## src/rtl/serial_adder.sv

```systemverilog
// Bit-serial ripple adder: one full-add per clock, LSB first, single carry flop.
// Reports sum, unsigned carry-out and signed overflow, all registered.
module serial_adder #(
    parameter int unsigned WIDTH = 8
) (
    input  logic             clk,
    input  logic             rst,
    input  logic             start,
    input  logic [WIDTH-1:0] a,
    input  logic [WIDTH-1:0] b,
    input  logic             c_in,
    output logic             busy,
    output logic             done,
    output logic [WIDTH-1:0] sum,
    output logic             c_out,
    output logic             ovf
);

    localparam int unsigned CW = (WIDTH > 1) ? $clog2(WIDTH) : 1;
    localparam logic [CW-1:0] LAST_BIT = CW'(WIDTH - 1);

    localparam logic [1:0] S_IDLE = 2'd0;
    localparam logic [1:0] S_RUN  = 2'd1;
    localparam logic [1:0] S_DONE = 2'd2;

    logic [1:0]       state_q, state_d;
    logic [WIDTH-1:0] a_sh_q, a_sh_d;
    logic [WIDTH-1:0] b_sh_q, b_sh_d;
    logic [WIDTH-2:0] acc_q, acc_d;
    logic [CW-1:0]    cnt_q, cnt_d;
    logic             carry_q, carry_d;
    logic             busy_q, busy_d;
    logic             done_q, done_d;
    logic [WIDTH-1:0] sum_q, sum_d;
    logic             c_out_q, c_out_d;
    logic             ovf_q, ovf_d;

    logic             fa_s;
    logic             fa_c;
    logic [WIDTH-1:0] acc_ext;

    always_comb begin
        fa_s    = a_sh_q[0] ^ b_sh_q[0] ^ carry_q;
        fa_c    = (a_sh_q[0] & b_sh_q[0]) | (a_sh_q[0] & carry_q) | (b_sh_q[0] & carry_q);
        // Accumulator keeps only the low WIDTH-1 bits; the final sum bit joins on the last add.
        acc_ext = {fa_s, acc_q};

        state_d = state_q;
        a_sh_d  = a_sh_q;
        b_sh_d  = b_sh_q;
        acc_d   = acc_q;
        cnt_d   = cnt_q;
        carry_d = carry_q;
        busy_d  = 1'b0;
        done_d  = 1'b0;
        sum_d   = sum_q;
        c_out_d = c_out_q;
        ovf_d   = ovf_q;

        case (state_q)
            S_IDLE, S_DONE: begin
                if (start) begin
                    a_sh_d  = a;
                    b_sh_d  = b;
                    carry_d = c_in;
                    acc_d   = '0;
                    cnt_d   = '0;
                    busy_d  = 1'b1;
                    state_d = S_RUN;
                end else begin
                    state_d = S_IDLE;
                end
            end
            S_RUN: begin
                carry_d = fa_c;
                acc_d   = acc_ext[WIDTH-1:1];
                a_sh_d  = a_sh_q >> 1;
                b_sh_d  = b_sh_q >> 1;
                if (cnt_q == LAST_BIT) begin
                    sum_d   = acc_ext;
                    c_out_d = fa_c;
                    ovf_d   = carry_q ^ fa_c;
                    done_d  = 1'b1;
                    state_d = S_DONE;
                end else begin
                    cnt_d  = cnt_q + CW'(1);
                    busy_d = 1'b1;
                end
            end
            default: state_d = S_IDLE;
        endcase
    end

    always_ff @(posedge clk) begin
        if (rst) begin
            state_q <= S_IDLE;
            a_sh_q  <= '0;
            b_sh_q  <= '0;
            acc_q   <= '0;
            cnt_q   <= '0;
            carry_q <= 1'b0;
            busy_q  <= 1'b0;
            done_q  <= 1'b0;
            sum_q   <= '0;
            c_out_q <= 1'b0;
            ovf_q   <= 1'b0;
        end else begin
            state_q <= state_d;
            a_sh_q  <= a_sh_d;
            b_sh_q  <= b_sh_d;
            acc_q   <= acc_d;
            cnt_q   <= cnt_d;
            carry_q <= carry_d;
            busy_q  <= busy_d;
            done_q  <= done_d;
            sum_q   <= sum_d;
            c_out_q <= c_out_d;
            ovf_q   <= ovf_d;
        end
    end

    assign busy  = busy_q;
    assign done  = done_q;
    assign sum   = sum_q;
    assign c_out = c_out_q;
    assign ovf   = ovf_q;

endmodule

```

## config.mk

```make
export PLATFORM = sky130hd
export DESIGN_NAME = serial_adder
export DESIGN_NICKNAME = d
export VERILOG_FILES = /design/src/rtl/serial_adder.sv
export SDC_FILE = /design/constraint.sdc
export NUM_CORES = 1
export LEC_CHECK = 0
export ABC_AREA = 1
export BUFFER_PORTS_ARGS = -buffer_cell sky130_fd_sc_hd__buf_2
export CAP_MARGIN = 20
export CORE_UTILIZATION = 54
export CTS_CLUSTER_SIZE = 8
export DETAILED_ROUTE_END_ITERATION = 10
export PLACE_DENSITY = 0.76
export SYNTH_ARGS = -nofsm -noshare
export SYNTH_HDL_FRONTEND = slang
export SYNTH_SLANG_ARGS = --single-unit
```

## constraint.sdc

```tcl
create_clock -name clk -period 1.6 [get_ports clk]
set_clock_uncertainty 0.05 [all_clocks]
set_input_delay 0.32 -clock clk [delete_from_list [all_inputs] [get_ports clk]]
set_output_delay 0.32 -clock clk [all_outputs]
set_load 0.005 [all_outputs]
```

==> Word level (Yosys, flattened, before mapping) <==
Cells that the tools add are included.
{ "classes": {"muxes": 18, "n_mul": 0, "n_reduce_logical": 7, "n_shift": 0, "magnitude_cmp": 0, "add_sub_neg": 1, "n_eq_ne": 6, "bitwise_logic": 9, "n_div": 0} }
{ "op_table": {"columns": ["operator", "count"], "rows": [
  ["one-hot mux 8 bit (2 select lines)", 2],
  ["two-way mux 8 bit", 2],
  ["one-hot mux 7 bit (2 select lines)", 1],
  ["two-way mux 7 bit", 1],
  ["two-way mux 3 bit", 2],
  ["inequality test 2 bit (second input constant)", 3],
  ["one-hot mux 3 bit (2 select lines)", 1],
  ["two-way mux 1 bit", 5],
  ["one-hot mux 1 bit (2 select lines)", 2],
  ["one-hot mux 2 bit (2 select lines)", 1],
  ["AND reduction 2 bit", 2],
  ["OR reduction 2 bit", 2],
  ["adder 3 x 1 -> 3 bit (second input constant)", 1],
  ["bitwise AND 1 bit", 3],
  ["== test 3 bit (second input constant)", 1],
  ["AND reduction 3 bit", 1],
  ["bitwise XOR 1 bit", 3],
  ["== test 2 x 1 -> 1 bit (second input constant)", 1],
  ["== test 2 bit (second input constant)", 1],
  ["logical NOT 2 bit", 1],
  ["two-way mux 2 bit", 1],
  ["OR 1 bit", 2],
  ["nonzero test 2 bit", 1],
  ["inverter 1 bit", 1]
]} }
{ "totals": {"elab_cells": 52, "memories": 0, "mem_bits_rw": 0, "latchBits": 0, "romBits": 0, "ff_bits": 41} }

==> Depth between registers and ports, before layout <==
Gate-level depths: netlist of the first run.
{ "depth": {"depth_word": 4, "depth_mapped": 8, "depth_no_buf": 8} }

==> Worst setup path after synthesis of the first run <==
No wires, ideal clock.
{ "synth_path": {"kind": "register to register", "from": "register cnt_q[0]", "to": "register cnt_q[0]", "setup_slack_ns": 0.329, "setup_time_ns": 0.114, "arrival_ns": 1.107, "n_path_buf": 0, "period_less_slack_ns": 1.271, "required_ns": 1.436, "path_stages_with_launch": 7, "cell_sequence": "dfxtp_1 ha_1 ha_1 inv_1 nand3_1 a21oi_1 nor2_1"} }
{ "synth_between": {"elab_chain_cells": 3} }
{ "synth_lines": {"columns": ["item", "line", "text"], "rows": [
  ["from (decl)", "30", "logic [CW-1:0] cnt_q, cnt_d;"],
  ["from (signal assigned)", "112", "cnt_q <= cnt_d;"],
  ["adder 3 x 1 -> 3 bit / == test 3 bit (equally long branches)", "86, 79", null],
  ["two-way mux 3 bit / inequality test 2 bit (equally long branches)", null, null],
  ["one-hot mux 3 bit (2 select lines) / AND reduction 3 bit (equally long branches)", null, null]
]} }
Several ways; a longest one is shown, not always the timed one. The select of a mux whose other input is x is not followed.
A chain may end at the register's enable or synchronous reset.

==> Worst setup path after layout of the first run <==
{ "layout_path": {"from": "register cnt_q[0]", "to": "register sum_q[3] (netlist: sum[3])"} }
{ "layout_between": {"elab_chain_cells": 2} }
{ "layout_lines": {"columns": ["item", "line", "text"], "rows": [
  ["== test 3 bit", "79", "if (cnt_q == LAST_BIT) begin"],
  ["AND reduction 2 bit (no line)", null, null],
  ["to (signal assigned)", "116", "sum_q <= sum_d;"],
  ["to (decl)", "34", "logic [WIDTH-1:0] sum_q, sum_d;"]
]} }
No other way between the ends.

==> impl_metrics.json, run 1 <==
{
  "yosysWarnings": 0,
  "nets": 284,
  "synth_compound_area_share_pct": 5.78,
  "drv_cap": 0,
  "clk_path_buf_depth": 2,
  "hpwlAfterDp_um": 2270,
  "synthDistinctLibCells": 24,
  "syn_avg_cell_area_um2": 7.75,
  "route.detailed.drc": 0,
  "setup-violations-final": 0,
  "layout_min_cycle_time_ps": 1390,
  "wirelength_um": 3450,
  "postLayoutCoreUtil_pct": 66.0,
  "antenna_found_initial": 0,
  "drt_pre_antenna_iters": 4,
  "final_area_um2": 2050,
  "fp-row-count": 20,
  "synth_top_family_by_area": "simple AND/OR/NAND/NOR gates",
  "grt_pass1_wl_um": 6030,
  "r2r_slack_ps": 210,
  "synth_cells": 232,
  "cts_buffers": 5,
  "ios": 32,
  "crit_family": "flip-flops",
  "crit_required_ps": 1860,
  "initial_core_util_pct": 57.9,
  "io_buffers": 31,
  "yosys.area_share.simple_pct": 34.5,
  "setup.worst_path.class": "flip-flop to flip-flop",
  "htreeDepth": 2,
  "core_um2": 3100,
  "synth.area.mux_share_pct": 0,
  "wl_per_cell_um": 11.3,
  "holdBufCountCts": 0,
  "clkSinkCount": 41,
  "tns_ps": 0,
  "worstMarginPinSlew_ps": 467,
  "synth_nets": 255,
  "irDropWorstVdd_mv": 0.686,
  "outcome": "finished clean",
  "slowest_delay_ps": 370,
  "drt_iter0_drc": 111,
  "cellPowerDensity_nw_per_um2": 1040,
  "fmax_mhz": 722,
  "async_reset_ff_share_pct": 0,
  "die_area_um2": 3560,
  "min_period_over_period_pct": 86.6,
  "cp_slowest_cell": "dfxtp_1",
  "clk_pin_slew_ps": 120,
  "path_buf_inv": 2,
  "num_vias": 1561,
  "die_x_um": 59.7,
  "max_slew_margin_pct": 68.8,
  "yosys.area.top_type_share_pct": 45.7,
  "synth_most_common_cell": "nand3_1",
  "cts_resized": 0,
  "place.gp.congestion": 0.824,
  "ys_seq_area_share_pct": 45.7,
  "grt_setup_unrepaired": "no",
  "placed_cells": 298,
  "via_per_inst": 5.10,
  "critPathLaunchType": "flip-flop",
  "synth_common_cells": "47 x nand3_1, 41 x dfxtp_1, 38 x nand2_1, 21 x inv_1, 21 x nor2_1",
  "instances_no_fill": 306,
  "min_path_type": "primary input to flip-flop",
  "path_cells": "ha_1 > ha_2 > inv_1 > nor2_2 > nand2_1 > inv_2 > nand2_1 > nand2_1",
  "dpl_cell_area_um2": 1960,
  "antenna_left": 0,
  "synth_area_um2": 1800,
  "synthAdderAreaFrac_pct": 2.51,
  "post_cts_buffers": 0,
  "die_h_um": 59.7,
  "drive_gt1_share_pct": 23.3,
  "overflow": 0,
  "grt_pass1_vias": 1411,
  "crit_path_frequent_cell": "nand2_1",
  "grtUsageTotal_pct": 23.2,
  "clk_latency_ps": 350,
  "cellLeakagePower_nw": 0.947,
  "power_w": 0.00212,
  "worstPathMaxFanout": 8,
  "synthTopCellsByArea": "dfxtp_1 46%, nand3_1 13%, nand2_1 7.9%",
  "clockRootBuffer": "clkbuf_4",
  "endpoint_kind": "flip-flop",
  "tritoncts": "done",
  "area_growth_pct": 13.9,
  "grt_max_degree": 46,
  "crit_arrival_ps": 1640,
  "hold_viol": 0,
  "synth_edf_count": 0,
  "final_max_slew_viol_count": 0,
  "yosysTopAreaCell": "dfxtp_1",
  "synth_top_flop_cell": "dfxtp_1",
  "ys_seq_elements": 41,
  "n_antenna_cell": 0,
  "synthXorXnorAreaFrac_pct": 0.487
}
## worst paths after layout
path,startpoint,endpoint,cells after the start
min,a[3],a_sh_q[3],3
min reg2reg,sum[6],sum[6],2
max,cnt_q[0],sum[3],8
max reg2reg,cnt_q[0],sum[3],8
## worst register-to-register path, stage by stage (launching register included)
cell	delay [ps]
dfxtp_1	370
ha_1	160
ha_2	190
inv_1	60
nor2_2	140
nand2_1	110
inv_2	140
nand2_1	60
nand2_1	60
## cell type report
| type | instances | area, um2 |
|---|---|---|
| multi-input cells | 154 | 781 |
| inverters | 24 | 92.6 |
| clock inverters | 2 | 37.5 |
| flip-flops and latches | 41 | 821 |
| repair buffers | 35 | 210 |
| fillers | 312 | 1050 |
| clock buffers | 6 | 51.3 |
| well taps | 44 | 55.1 |
## sequential cells by signal (all words and copies together), names as in the netlist
signal / flops
a_sh_q: 8
acc_q: 7
b_sh_q: 8
busy: 1
c_out: 1
carry_q: 1
cnt_q: 3
done: 1
ovf: 1
state_q: 2
sum: 8
## metrics by stage
stage	setup WS, ps	hold WS [ps]
after floorplan	329	339
after global placement	254	408
after detailed placement	215	412
after CTS	187	122
after global routing	23.6	126
final	215	134
## logic make-up (layout without fill, tap and decap cells)
group / Yosys count / count (layout)
AND/OR/NAND/NOR: 133 / 133
flip-flops: 41 / 41
buffers and inverters: 37 / 67
AO/OA/AOI/OAI: 17 / 17
adder cells (fa/ha/maj): 3 / 3
XOR/XNOR: 1 / 1
## layout by cell type, fill, tap and decap left out, drive strengths merged
master    instances
clkinvlp          1
bufinv            1
nand2            46
nand3            47
buf              35
clkbuf            6
nor2             22
xor2              1
dfxtp            41
fa                1
ha                2
o21ai             3
inv              24
nor3             15
nand3b            3
a21oi            14
## routing by layer
metal | track usage, % | routed length [um] | vias to the layer above
li1 | - | - | 807
met1 | 28.6 | 1610 | 711
met2 | 36.5 | 1610 | 37
met3 | 7.36 | 164 | 6
met4 | 11.3 | 70 | 0
met5 | 0 | 0 | -
## power by group
group	internal [W]	total (W)	switching, W
Sequential	0.00108	0.00110	0.0000255
Combinational	0.000118	0.000303	0.000185
Clock	0.000371	0.000716	0.000344
Note: power is estimated with default switching activity, not from simulation.
==> run 2: changes to the inputs <==
--- a/config.mk
+++ b/config.mk
@@ -8,10 +8,11 @@
 export ABC_AREA = 1
 export BUFFER_PORTS_ARGS = -buffer_cell sky130_fd_sc_hd__buf_2
 export CAP_MARGIN = 20
-export CORE_UTILIZATION = 54
+export CORE_UTILIZATION = 55
+export CTS_BUF_LIST = sky130_fd_sc_hd__clkbuf_4
 export CTS_CLUSTER_SIZE = 8
 export DETAILED_ROUTE_END_ITERATION = 10
-export PLACE_DENSITY = 0.76
+export PLACE_DENSITY = 0.77
 export SYNTH_ARGS = -nofsm -noshare
 export SYNTH_HDL_FRONTEND = slang
 export SYNTH_SLANG_ARGS = --single-unit
==> impl_metrics.json, run 2 (same netlist as run 1, synthesis figures left out) <==
{
  "initial_core_util_pct": 58.4,
  "grt_max_degree": 46,
  "final_max_slew_viol_count": 0,
  "clkSinkCount": 41,
  "die_h_um": 59.2,
  "die_area_um2": 3500,
  "die_x_um": 59.2,
  "setup.worst_path.class": "flip-flop to flip-flop",
  "cellLeakagePower_nw": 0.935,
  "area_growth_pct": 11.6,
  "p_switching_w": 0.000525,
  "pwr-share-comb_pct": 16.1,
  "multi_input_area_um2": 778,
  "hold_viol": 0,
  "antenna_found_initial": 0,
  "grtUsageTotal_pct": 22.1,
  "min_period_over_period_pct": 88.9,
  "final_cell_mix": "47 x nand3_1, 41 x dfxtp_1, 38 x nand2_1",
  "instances_no_fill": 305,
  "irDropWorstVdd_mv": 0.497,
  "clockRootBuffer": "clkbuf_4",
  "cp_slowest_cell": "dfxtp_1",
  "slowest_delay_ps": 330,
  "fp-row-count": 20,
  "setup-violations-final": 0,
  "io_buffers": 31,
  "timing.final.ws_setup_ps": 178,
  "grt_pass1_wl_um": 5680,
  "drv_cap": 0,
  "wirelength_um": 3440,
  "overflow": 0,
  "nets": 284,
  "antenna_left": 0,
  "tritoncts": "done",
  "hpwlAfterDp_um": 2240,
  "cellPowerDensity_nw_per_um2": 946,
  "clk_path_buf_depth": 2,
  "rr_worst_depth": 6,
  "cts_resized": 0,
  "startpoint": "cnt_q[0]",
  "place.gp.congestion": 0.801,
  "fmax_mhz": 703,
  "seqCellArea_um2": 821,
  "crit_arrival_ps": 1630,
  "crit_required_ps": 1800,
  "final.fill_count": 283,
  "critPathLaunchType": "flip-flop",
  "via_per_inst": 5.02,
  "path_cells": "ha_1 > ha_1 > inv_1 > nand3_1 > a21oi_1 > nor2_1",
  "cts_buffers": 5,
  "placed_cells": 298,
  "num_vias": 1531,
  "worstPathMaxFanout": 6,
  "power_frac_clock_pct": 25.8,
  "ios": 32,
  "crit_end": "cnt_q[0]",
  "r2r_slack_ps": 180,
  "worstMarginPinSlew_ps": 465,
  "drt_iter0_drc": 47,
  "outcome": "finished clean",
  "intPower_w": 0.00137,
  "hold_ws_ps": 144,
  "crit_path_frequent_cell": "ha_1",
  "r2r-start": "cnt_q[0]",
  "clk_pin_slew_ps": 110,
  "clk_latency_ps": 340,
  "final_area_um2": 2010,
  "n_antenna_cell": 0,
  "htreeDepth": 2,
  "drive_gt1_share_pct": 22.2,
  "layout_min_cycle_time_ps": 1420,
  "min_path_type": "primary input to flip-flop",
  "p_sw_share_pct": 27.7,
  "post-place-ws_ps": 197,
  "rr_endpoint": "cnt_q[0]",
  "holdBufCountCts": 0,
  "crit_cells": 6,
  "grt_pass1_vias": 1288,
  "core_um2": 3080,
  "drt_pre_antenna_iters": 4,
  "grt_setup_unrepaired": "no",
  "mostFrequentLayoutCell": "nand3_1",
  "post_cts_buffers": 0,
  "crit_family": "adder cells",
  "tns_ps": 0,
  "dpl_cell_area_um2": 1960,
  "p_seq_share_pct": 58.0,
  "path_buf_inv": 1,
  "route.detailed.drc": 0,
  "wl_per_cell_um": 11.3,
  "max_slew_margin_pct": 69.0,
  "endpoint_kind": "flip-flop"
}
==> run 2: cell count changes in the layout (fill, tap and decap cells not counted), sizes merged <==
cell      before  now
clkinvlp       1    0
bufinv         1    0
clkinv         0    1
==> run 2: layout make-up <==
cell class,count,area share (%)
clock inverter,1,0.187
multi-input combinational,154,38.8
clock buffer,6,2.25
inverter,24,4.62
timing repair buffer,35,10.5
tap,44,2.74
sequential,41,40.9
==> run 2: metal layers <==
metal	vias to the layer above	global-route usage [%]	wire length (um)
li1	806	-	-
met1	687	29.2	1600
met2	30	33.6	1620
met3	8	4.59	156
met4	0	12.2	63
met5	-	0	0
==> run 2: how the worst min path moves through the flow <==
| stage | start | endpoint | slack (ps) | cells after the start |
|---|---|---|---|---|
| floorplan | rst | acc_q[0] | 340 | 1 |
| global placement | acc_q[2] | sum[2] | 410 | 2 |
| detailed placement | acc_q[1] | sum[1] | 410 | 2 |
| CTS | b[2] | b_sh_q[2] | 130 | 3 |
| global route | b[4] | b_sh_q[4] | 140 | 3 |
| finish | b[2] | b_sh_q[2] | 140 | 3 |
==> run 2: metrics by stage <==
step           utilization (%)  power [W]
2_1_floorplan                -    0.00137
5_1_grt                   65.2    0.00201
3_5_place_dp              63.6    0.00143
6_report                  65.2    0.00190
4_1_cts                   65.2    0.00191
3_3_place_gp              63.6    0.00143
==> run 2: power groups by stage <==
| stage | sequential [W] | clock (W) | combinational, W |
|---|---|---|---|
| after floorplan | 0.00112 | 0 | 0.000246 |
| after global placement | 0.00112 | 0 | 0.000303 |
| after detailed placement | 0.00112 | 0 | 0.000305 |
| after CTS | 0.00110 | 0.000505 | 0.000307 |
| after global routing | 0.00111 | 0.000555 | 0.000344 |
| final | 0.00110 | 0.000490 | 0.000306 |
==> run 2: worst register-to-register path: cells and delay by family, from the launching register on <==
| kind | cells | cell delay [ps] |
|---|---|---|
| buffers and inverters | 1 | 90 |
| AND/OR/NAND/NOR | 2 | 260 |
| flip-flops | 1 | 330 |
| AO/OA/AOI/OAI | 1 | 200 |
| adder cells (fa/ha/maj) | 2 | 400 |
==> run 3: changes to the inputs <==
--- a/config.mk
+++ b/config.mk
@@ -8,11 +8,11 @@
 export ABC_AREA = 1
 export BUFFER_PORTS_ARGS = -buffer_cell sky130_fd_sc_hd__buf_2
 export CAP_MARGIN = 20
-export CORE_UTILIZATION = 55
+export CORE_UTILIZATION = 30
 export CTS_BUF_LIST = sky130_fd_sc_hd__clkbuf_4
 export CTS_CLUSTER_SIZE = 8
 export DETAILED_ROUTE_END_ITERATION = 10
-export PLACE_DENSITY = 0.77
+export PLACE_DENSITY = 0.48
 export SYNTH_ARGS = -nofsm -noshare
 export SYNTH_HDL_FRONTEND = slang
 export SYNTH_SLANG_ARGS = --single-unit
==> constraint.sdc (replaced) <==
create_clock -name clk -period 1.3 [get_ports clk]
set_clock_uncertainty 0.05 [all_clocks]
set_input_delay 0.26 -clock clk [delete_from_list [all_inputs] [get_ports clk]]
set_output_delay 0.26 -clock clk [all_outputs]
set_load 0.005 [all_outputs]
==> impl_metrics.json, run 3 (same netlist as run 1, synthesis figures left out) <==
{
  "worstPathMaxFanout": 2,
  "clk_pin_slew_ps": 130,
  "overflow": 0,
  "clk_path_buf_depth": 2,
  "clk_latency_ps": 350,
  "intPower_w": 0.00191,
  "post_cts_buffers": 0,
  "final_max_slew_viol_count": 0,
  "instances_no_fill": 341,
  "crit_family": "flip-flops",
  "num_vias": 1546,
  "drive_gt1_share_pct": 29.0,
  "htreeDepth": 2,
  "wirelength_um": 4140,
  "r2r-start": "cnt_q[0]",
  "hpwlAfterDp_um": 2620,
  "placed_cells": 332,
  "rr_endpoint": "cnt_q[2]",
  "clockRootBuffer": "clkbuf_4",
  "grtUsageTotal_pct": 14.1,
  "worstMarginPinSlew_ps": 253,
  "layout_min_cycle_time_ps": 1260,
  "cp_slowest_cell": "dfxtp_2",
  "min_path_type": "primary input to flip-flop",
  "holdBufCountCts": 0,
  "crit_path_frequent_cell": "ha_4",
  "p_sw_share_pct": 27.4,
  "grt_pass1_vias": 1507,
  "setup.worst_path.class": "flip-flop to flip-flop",
  "final_cell_mix": "46 x nand3_1, 38 x dfxtp_1, 37 x nand2_1",
  "critPathLaunchType": "flip-flop",
  "min-delay-start": "b[2]",
  "final.fill_count": 588,
  "post-place-ws_ps": -42.0,
  "startpoint": "cnt_q[0]",
  "outcome": "finished clean",
  "dpl_cell_area_um2": 2050,
  "path_cells": "ha_4 > ha_4 > buf_4 > nor2_4 > nand2_1 > a21oi_2",
  "wl_per_cell_um": 12.1,
  "dr_wl_met3_um": 138,
  "grt_max_degree": 38,
  "tritoncts": "done",
  "route.detailed.drc": 0,
  "irDropWorstVdd_mv": 0.468,
  "drv_cap": 0,
  "max_slew_margin_pct": 83.1,
  "cts_buffers": 5,
  "via_per_inst": 4.53,
  "power_frac_clock_pct": 31.8,
  "cellLeakagePower_nw": 0.998,
  "mostFrequentLayoutCell": "nand3_1",
  "slowest_delay_ps": 360,
  "nets": 291,
  "final_area_um2": 2250,
  "rr_worst_depth": 6,
  "wl_met2_um": 1930,
  "die_h_um": 79.4,
  "path_buf_inv": 1,
  "crit_required_ps": 1550,
  "pwr-share-comb_pct": 16.4,
  "crit_arrival_ps": 1500,
  "crit_cells": 6,
  "tns_ps": 0,
  "ios": 32,
  "antenna_found_initial": 0,
  "io_buffers": 31,
  "p_seq_share_pct": 51.7,
  "fmax_mhz": 796,
  "setup-violations-final": 0,
  "n_antenna_cell": 0,
  "p_switching_w": 0.000721,
  "initial_core_util_pct": 31.9,
  "core_um2": 5640,
  "hold_ws_ps": 81.0,
  "whs_endpoint": "b_sh_q[2]",
  "drt_iter0_drc": 57,
  "top_layer_used": "met4",
  "area_growth_pct": 25.0,
  "fp-row-count": 27,
  "min_period_over_period_pct": 96.6,
  "endpoint_kind": "flip-flop",
  "holdPathStages": 3,
  "cellPowerDensity_nw_per_um2": 1170,
  "grt_pass1_wl_um": 6890,
  "drt_pre_antenna_iters": 6,
  "die_area_um2": 6310,
  "place.gp.congestion": 0.719,
  "r2r_slack_ps": 40,
  "die_x_um": 79.4,
  "timing.final.ws_setup_ps": 44.2,
  "wirelength_met1_um": 1990,
  "antenna_left": 0,
  "clkSinkCount": 41,
  "hold_viol": 0
}
==> run 3: per-stage QoR <==
stage          power [W]  util [%]
2_1_floorplan    0.00168         -
3_3_place_gp     0.00179      36.3
3_5_place_dp     0.00179      36.3
4_1_cts          0.00264      38.0
5_1_grt          0.00278      39.8
6_report         0.00263      39.8
==> run 3: worst max path at each step <==
| stage | end | slack, ps |
|---|---|---|
| 2_1_floorplan | cnt_q[0] | 30 |
| 3_3_place_gp | cnt_q[0] | -20 |
| 3_5_place_dp | cnt_q[0] | -40 |
| 4_1_cts | ovf | -4 |
| 5_1_grt | sum[1] | -30 |
| 6_report | cnt_q[2] | 40 |
==> run 3: power groups by stage <==
| stage | logic (W) | registers (W) | clock network (W) |
|---|---|---|---|
| after floorplan | 0.000303 | 0.00138 | 0 |
| final | 0.000432 | 0.00136 | 0.000837 |
| after global placement | 0.000405 | 0.00138 | 0 |
| after detailed placement | 0.000402 | 0.00138 | 0 |
| after CTS | 0.000405 | 0.00136 | 0.000877 |
| after global routing | 0.000491 | 0.00137 | 0.000920 |
==> run 3: area by class of cell <==
| class | count | area (um2) | area share (%) |
|---|---|---|---|
| Clock buffer | 5 | 37.5 | 1.67 |
| Clock inverter | 3 | 41.3 | 1.84 |
| Inverter | 24 | 100 | 4.45 |
| Multi-Input combinational cell | 154 | 861 | 38.3 |
| Sequential cell | 41 | 825 | 36.7 |
| Tap cell | 72 | 90.1 | 4.01 |
| Timing Repair Buffer | 42 | 293 | 13.0 |
==> run 3: timing repair <==
action | 4_1_cts | 5_1_grt
cloned | 0 | 1
endpoints found under the setup margin | 14 | 29
pin swaps | 1 | 2
resized for setup | 4 | 19
==> run 3: worst register-to-register path: stages, from the launching register on <==
cell and delay [ps]:
dfxtp_2 360, ha_4 170, ha_4 160, buf_4 160
nor2_4 110, nand2_1 70, a21oi_2 120
==> run 3: routing by layer <==
metal  up-vias  GRT usage (%)
met3         6           3.54
met1       697           18.5
met4         0           6.00
li1        824              -
met2        19           21.7
met5         -              0
